**src/rtl/clock_pkg.sv**
```systemverilog
// Shared types, limits and helpers for the BCD time-of-day path.
// Time is kept as packed BCD byte pairs: {tens, units}.
package clock_pkg;

  typedef logic [3:0] bcd_t;

  typedef struct packed {
    logic [7:0] hh;
    logic [7:0] mm;
    logic [7:0] ss;
  } time_bcd_t;

  localparam logic [6:0] SEC_MAX = 7'd59;
  localparam logic [6:0] MIN_MAX = 7'd59;
  localparam logic [6:0] HR_MAX  = 7'd23;

  function automatic logic [6:0] bcd2bin(
    input logic [7:0] v
  );
    return ({3'b000, v[7:4]} * 7'd10)
         + {3'b000, v[3:0]};
  endfunction

  // Both nibbles decimal and value within max.
  function automatic logic bcd_ok(
    input logic [7:0] v,
    input logic [6:0] max
  );
    return (v[7:4] <= 4'd9)
        && (v[3:0] <= 4'd9)
        && (bcd2bin(v) <= max);
  endfunction

  // Seconds are don't-care for alarm loads.
  function automatic logic load_ok(
    input time_bcd_t t,
    input logic      alarm
  );
    return bcd_ok(t.hh, HR_MAX)
        && bcd_ok(t.mm, MIN_MAX)
        && (alarm || bcd_ok(t.ss, SEC_MAX));
  endfunction

  // 24h hour to 12h hour: 00->12, 13..23->01..11.
  function automatic logic [7:0] hr12(
    input logic [7:0] hh
  );
    logic [6:0] b;
    logic [6:0] r;
    logic [6:0] u;
    b = bcd2bin(hh);
    if (b == 7'd0) begin
      r = 7'd12;
    end else if (b > 7'd12) begin
      r = b - 7'd12;
    end else begin
      r = b;
    end
    if (r >= 7'd10) begin
      u = r - 7'd10;
      return {4'd1, u[3:0]};
    end
    return {4'd0, r[3:0]};
  endfunction

endpackage

```
**src/rtl/bcd_mod_counter.sv**
```systemverilog
// Two-digit BCD counter, modulus MOD (<= 100).
// Load beats increment; carry is a wrap on increment.
module bcd_mod_counter
  import clock_pkg::*;
#(
  parameter int MOD = 60
) (
  input  logic       clk,
  input  logic       rst,
  input  logic       inc,
  input  logic       ld,
  input  logic [7:0] ld_val,
  output logic [7:0] val_q,
  output logic [7:0] val_d,
  output logic       carry
);

  localparam bcd_t MAX_T = bcd_t'((MOD - 1) / 10);
  localparam bcd_t MAX_U = bcd_t'((MOD - 1) % 10);

  logic at_max;
  bcd_t tens;
  bcd_t units;

  assign tens   = val_q[7:4];
  assign units  = val_q[3:0];
  assign at_max = (val_q == {MAX_T, MAX_U});
  assign carry  = inc && !ld && at_max;

  // Next value: load, wrap, decade carry or unit step.
  always_comb begin
    val_d = val_q;
    if (ld) begin
      val_d = ld_val;
    end else if (inc) begin
      if (at_max) begin
        val_d = 8'h00;
      end else if (units == 4'd9) begin
        val_d = {tens + 4'd1, 4'd0};
      end else begin
        val_d = {tens, units + 4'd1};
      end
    end
  end

  // Counter state register.
  always_ff @(posedge clk or posedge rst) begin
    if (rst) begin
      val_q <= 8'h00;
    end else begin
      val_q <= val_d;
    end
  end

endmodule

```
**src/rtl/bcd_time_keeper.sv**
```systemverilog
// BCD HH:MM:SS time keeper with prescaler, loading and 12/24h view.
// Alarm logic is built only when BCD_TIME_KEEPER_ALARM_EN is defined.
module bcd_time_keeper
  import clock_pkg::*;
#(
  parameter int TICK_DIV = 1000,
  parameter int DIV_W    = $clog2(TICK_DIV)
) (
  input  logic       clk,
  input  logic       rst,
  input  logic       run,
  input  logic       mode12,
  input  logic       set_valid,
  input  logic       set_alarm,
  input  logic [7:0] set_hh,
  input  logic [7:0] set_mm,
  input  logic [7:0] set_ss,
  output logic       set_err,
  output logic       sec_tick,
  output logic [3:0] h1,
  output logic [3:0] h0,
  output logic [3:0] m1,
  output logic [3:0] m0,
  output logic [3:0] s1,
  output logic [3:0] s0,
  output logic       pm,
  input  logic       alarm_ack,
  output logic       alarm_ring
);

  localparam logic [DIV_W-1:0] DIV_LAST =
    DIV_W'(TICK_DIV - 1);

  logic [DIV_W-1:0] div_cnt_q;
  logic [DIV_W-1:0] div_cnt_d;

  time_bcd_t set_t;
  time_bcd_t time_q;
  time_bcd_t time_d;
  time_bcd_t disp_q;
  time_bcd_t disp_d;

  logic tick;
  logic req_ok;
  logic ld_time;
  logic ss_carry;
  logic mm_carry;
  logic hh_carry_unused;

  logic pm_q;
  logic pm_d;
  logic sec_tick_q;
  logic sec_tick_d;
  logic set_err_q;
  logic set_err_d;

  assign set_t   = {set_hh, set_mm, set_ss};
  assign req_ok  = load_ok(set_t, set_alarm);
  assign ld_time = set_valid && req_ok && !set_alarm;
  assign tick    = run && (div_cnt_q == DIV_LAST);

  // Prescaler: wraps on tick, clears on time load.
  always_comb begin
    div_cnt_d = div_cnt_q;
    if (ld_time || tick) begin
      div_cnt_d = '0;
    end else if (run) begin
      div_cnt_d = div_cnt_q + DIV_W'(1);
    end
  end

  bcd_mod_counter #(.MOD(60)) u_ss (
    .clk    (clk),
    .rst    (rst),
    .inc    (tick && !ld_time),
    .ld     (ld_time),
    .ld_val (set_ss),
    .val_q  (time_q.ss),
    .val_d  (time_d.ss),
    .carry  (ss_carry)
  );

  bcd_mod_counter #(.MOD(60)) u_mm (
    .clk    (clk),
    .rst    (rst),
    .inc    (ss_carry),
    .ld     (ld_time),
    .ld_val (set_mm),
    .val_q  (time_q.mm),
    .val_d  (time_d.mm),
    .carry  (mm_carry)
  );

  bcd_mod_counter #(.MOD(24)) u_hh (
    .clk    (clk),
    .rst    (rst),
    .inc    (mm_carry),
    .ld     (ld_time),
    .ld_val (set_hh),
    .val_q  (time_q.hh),
    .val_d  (time_d.hh),
    .carry  (hh_carry_unused)
  );

  // Display built from next time so it lands with the update.
  always_comb begin
    disp_d     = time_d;
    pm_d       = (time_d.hh > 8'h11);
    sec_tick_d = tick;
    set_err_d  = set_valid && !req_ok;
    if (mode12) begin
      disp_d.hh = hr12(time_d.hh);
    end
  end

  // Prescaler and output registers.
  always_ff @(posedge clk or posedge rst) begin
    if (rst) begin
      div_cnt_q  <= '0;
      disp_q     <= '0;
      pm_q       <= 1'b0;
      sec_tick_q <= 1'b0;
      set_err_q  <= 1'b0;
    end else begin
      div_cnt_q  <= div_cnt_d;
      disp_q     <= disp_d;
      pm_q       <= pm_d;
      sec_tick_q <= sec_tick_d;
      set_err_q  <= set_err_d;
    end
  end

  assign h1       = disp_q.hh[7:4];
  assign h0       = disp_q.hh[3:0];
  assign m1       = disp_q.mm[7:4];
  assign m0       = disp_q.mm[3:0];
  assign s1       = disp_q.ss[7:4];
  assign s0       = disp_q.ss[3:0];
  assign pm       = pm_q;
  assign sec_tick = sec_tick_q;
  assign set_err  = set_err_q;

`ifdef BCD_TIME_KEEPER_ALARM_EN

  logic [15:0] alarm_q;
  logic [15:0] alarm_d;
  logic        ring_q;
  logic        ring_d;
  logic        ld_alarm;
  logic        match;

  assign ld_alarm = set_valid && req_ok && set_alarm;
  assign match    = tick && !ld_time
                 && (time_d == {alarm_q, 8'h00});

  // Alarm register load; a new match beats ack and minute change.
  always_comb begin
    alarm_d = alarm_q;
    ring_d  = ring_q;
    if (ld_alarm) begin
      alarm_d = {set_hh, set_mm};
    end
    if (match) begin
      ring_d = 1'b1;
    end else if (alarm_ack
              || (time_d.mm != time_q.mm)) begin
      ring_d = 1'b0;
    end
  end

  // Alarm state registers.
  always_ff @(posedge clk or posedge rst) begin
    if (rst) begin
      alarm_q <= 16'h0000;
      ring_q  <= 1'b0;
    end else begin
      alarm_q <= alarm_d;
      ring_q  <= ring_d;
    end
  end

  assign alarm_ring = ring_q;

`else

  logic unused_alarm_ack;

  assign unused_alarm_ack = alarm_ack;
  assign alarm_ring       = 1'b0;

`endif

endmodule

```
**config.mk**
```make
export PLATFORM = sky130hd
export DESIGN_NAME = bcd_time_keeper
export DESIGN_NICKNAME = d
export VERILOG_FILES = /design/src/rtl/clock_pkg.sv /design/src/rtl/bcd_mod_counter.sv /design/src/rtl/bcd_time_keeper.sv
export SDC_FILE = /design/constraint.sdc
export NUM_CORES = 1
export LEC_CHECK = 0
export CORE_MARGIN = 2
export CORE_UTILIZATION = 51
export CTS_CLUSTER_DIAMETER = 60
export DETAILED_ROUTE_END_ITERATION = 10
export GPL_ROUTABILITY_DRIVEN = 1
export GPL_TIMING_DRIVEN = 0
export PLACE_DENSITY_LB_ADDON = 0.05
export SLEW_MARGIN = 15
export SYNTH_ARGS = -nofsm -noshare
export SYNTH_HDL_FRONTEND = slang
export SYNTH_HIERARCHICAL = 1
export SYNTH_SLANG_ARGS = --single-unit
```
**constraint.sdc**
```tcl
create_clock -name clk -period 6.1 [get_ports clk]
set_input_delay 1.22 -clock clk [delete_from_list [all_inputs] [get_ports clk]]
set_output_delay 1.22 -clock clk [all_outputs]
set_load 0.02 [all_outputs]
```
==> out/metrics.json <==
{
  "outcome": {
    "status": "finished, violations left",
    "failed_checks": "negative setup slack"
  },
  "floorplanning": {
    "fp.dieW_um": 96.4,
    "rows": 33,
    "die_h_um": 96.4,
    "floorplan.die_area_sq_um": 9290,
    "coreArea_sq_um": 8260,
    "initial_utilization_pct": 52.7,
    "num_io_pins": 59
  },
  "timing": {
    "final.period_utilization_pct": 127,
    "timing_hold_violations_final": 0,
    "maxSlewViolCount": 0,
    "timing.max_slew.rel_slack_pct": 35.7,
    "final.setup_skew_ns": 0.0106,
    "setup_viol_count_final": 4,
    "achievable-frequency_mhz": 129,
    "finalCriticalPeriod_ns": 7.77,
    "worstMarginPinSlew_ns": 0.957,
    "final.setup.worst_slack_ns": -1.67,
    "unrepaired_setup_endpoints_after_global_routing": "true"
  },
  "global_route": {
    "first_global_vias": 3575,
    "globalRoute.totalOverflow": 0,
    "grt_start_max_net_pins": 23,
    "antenna_found_initial": 0,
    "global_route.usage.total_pct": 23.0,
    "grt_pass1_wl_mm": 16.7
  },
  "clock_tree": {
    "tritoncts": "done",
    "cts_root_buf": "sky130_fd_sc_hd__clkbuf_8",
    "htree_levels": 3,
    "worstSkewPairLatency_ns": 0.33,
    "path_clk_slew_ns": 0.07,
    "clock_sink_count": 61,
    "cts_buffers": 9,
    "holdBufCountCts": 0,
    "clock_path_buffers": 2
  },
  "synth": {
    "synth_area_per_cell_sq_um": 9.94,
    "syn-instance-count": 438,
    "synthesis.area_sq_um": 4360,
    "synth.net_count": 517,
    "yosys_warnings": 6
  },
  "finish": {
    "nFillCells": 624,
    "nNetsFinal": 619,
    "post-route-util_pct": 71.6,
    "antenna-diode-count": 0,
    "drive_above_1_share_pct": 28.1,
    "flow.area_growth_from_synthesis_pct": 35.8
  },
  "drt": {
    "drt_first_pass_iters": 5,
    "routed_wire_length_per_instance_um": 15.8,
    "drcViolationCount": 0,
    "postRouteWirelength_mm": 10.3,
    "post_detailed_route_count_of_antenna_violating_nets": 0,
    "first_iter_violations": 153,
    "route.vias.total": 3660,
    "detail_route.vias_per_cell": 5.63
  },
  "worst_setup_path": {
    "kind_of_cell_adding_the_most_delay_to_the_critical_path": "adder cells",
    "required_ns": 6.31,
    "slowest_cell_on_the_critical_path": "sky130_fd_sc_hd__fa_2",
    "worst-path-buf-inv": 7,
    "crit_cells": 37,
    "regToRegSetupSlack_ns": -0.76,
    "criticalPathCategory": "in -> reg",
    "start_kind": "primary input",
    "crit_path_max_fanout": 7,
    "slowest_delay_ns": 0.61,
    "r2r.worst_path.cells": 30,
    "cp.arrival_ns": 7.97,
    "setup.worst_path.end_class": "flop"
  },
  "power": {
    "peakVddDrop_mv": 0.112,
    "power_per_cell_area_nw_per_um2": 217,
    "totalPowerFinal_mw": 1.28,
    "power_leakage_nw": 2.70
  },
  "run": {
    "max_cap_violations": 0
  },
  "hold_path": {
    "hp-class": "reg -> reg",
    "hold_depth": 2
  },
  "placed_design": {
    "port-buffer-count": 54,
    "pre_cts_ws_ns": -3.22,
    "routabilityCongestion": 0.947,
    "half_perimeter_wire_length_after_placement_mm": 7.16
  }
}
report_power, final:
part / internal [mW] / total, mW / switching, mW / leakage [nW]
clock: 0.251 / 0.402 / 0.151 / 0.116
sequential: 0.450 / 0.493 / 0.0431 / 0.830
combinational: 0.194 / 0.387 / 0.193 / 1.75
total: 0.895 / 1.28 / 0.387 / 2.70
layout make-up:
cell class	count	area (sq um)	share of cell area, %
sequential	61	1530	25.8
tap	105	131	2.22
buffer	16	136	2.31
clock buffer	12	155	2.62
timing repair buffer	94	852	14.4
multi-input combinational	322	2910	49.2
inverter	36	135	2.28
clock inverter	4	70.1	1.18
per-stage QoR:
| step | cells | area [sq um] | TNS (ns) | hold WS [ns] |
|---|---|---|---|---|
| 2_1_floorplan | 438 | 4490 | -6.41 | 0.538 |
| 3_3_place_gp | 597 | 5160 | -14.10 | 0.572 |
| 3_5_place_dp | 598 | 5190 | -14.28 | 0.590 |
| 4_1_cts | 644 | 5800 | -6.13 | 0.602 |
| 5_1_grt | 650 | 5920 | -7.31 | 0.623 |
| 6_report | 650 | 5920 | -6.15 | 0.591 |
state kept, by name, indices dropped and copies added (netlist names), 4 cells and up:
register / cells
h1: 4
m1: 4
m0: 4
s0: 4
u_hh/val_q: 8
u_ss/val_q: 8
s1: 4
u_mm/val_q: 8
h0: 4
div_cnt_q: 10
cell usage in the layout (no fill, tap or decap), types with 9 or more instances in the layout:
master and n:
sky130_fd_sc_hd__dfrtp_1 61, sky130_fd_sc_hd__nand2_1 40, sky130_fd_sc_hd__buf_4 39, sky130_fd_sc_hd__clkdlybuf4s50_1 36
sky130_fd_sc_hd__inv_1 31, sky130_fd_sc_hd__ha_1 25, sky130_fd_sc_hd__o21ai_0 19, sky130_fd_sc_hd__xnor2_1 14
sky130_fd_sc_hd__a21oi_1 13, sky130_fd_sc_hd__xor2_1 12, sky130_fd_sc_hd__nor2_1 12, sky130_fd_sc_hd__clkbuf_8 12
sky130_fd_sc_hd__nand3_1 10, sky130_fd_sc_hd__a211oi_1 10, sky130_fd_sc_hd__nor2b_1 9, sky130_fd_sc_hd__ha_4 9
metal layers:
layer | global-route usage [%] | part of all wire (%) | wire length, um
met5 | 0 | 0 | 0
met4 | 7.16 | 0.91 | 93
met3 | 3.88 | 3.7 | 379
met2 | 38.3 | 50 | 5130
met1 | 30.8 | 45 | 4670
worst reg2reg max path, delay by kind of cell (launching register included):
family / cells / cell delay, ns
buf+inv: 4 / 0.36
fa+ha+maj: 5 / 1.46
compound gates: 6 / 1.29
flops: 1 / 0.41
mux: 2 / 0.52
simple gates: 13 / 2.69
timing repair:
action                     CTS  global route
setup endpoints to repair    4             4
pin swaps                   44            28
gates resized for setup     89            18
hold endpoints to repair     0             0
setup buffers               31             8
final timing paths:
| path | from | to |
|---|---|---|
| max reg2reg | div_cnt_q[1] | h1[0] |
| min reg2reg | div_cnt_q[6] | div_cnt_q[6] |
| max in group asynchronous | rst | h1[1] |
| max | set_mm[7] | h1[0] |
| min in group asynchronous | rst | u_hh/val_q[0] |
| min | div_cnt_q[6] | div_cnt_q[6] |
No activity file was read; power rests on OpenSTA's default activity.
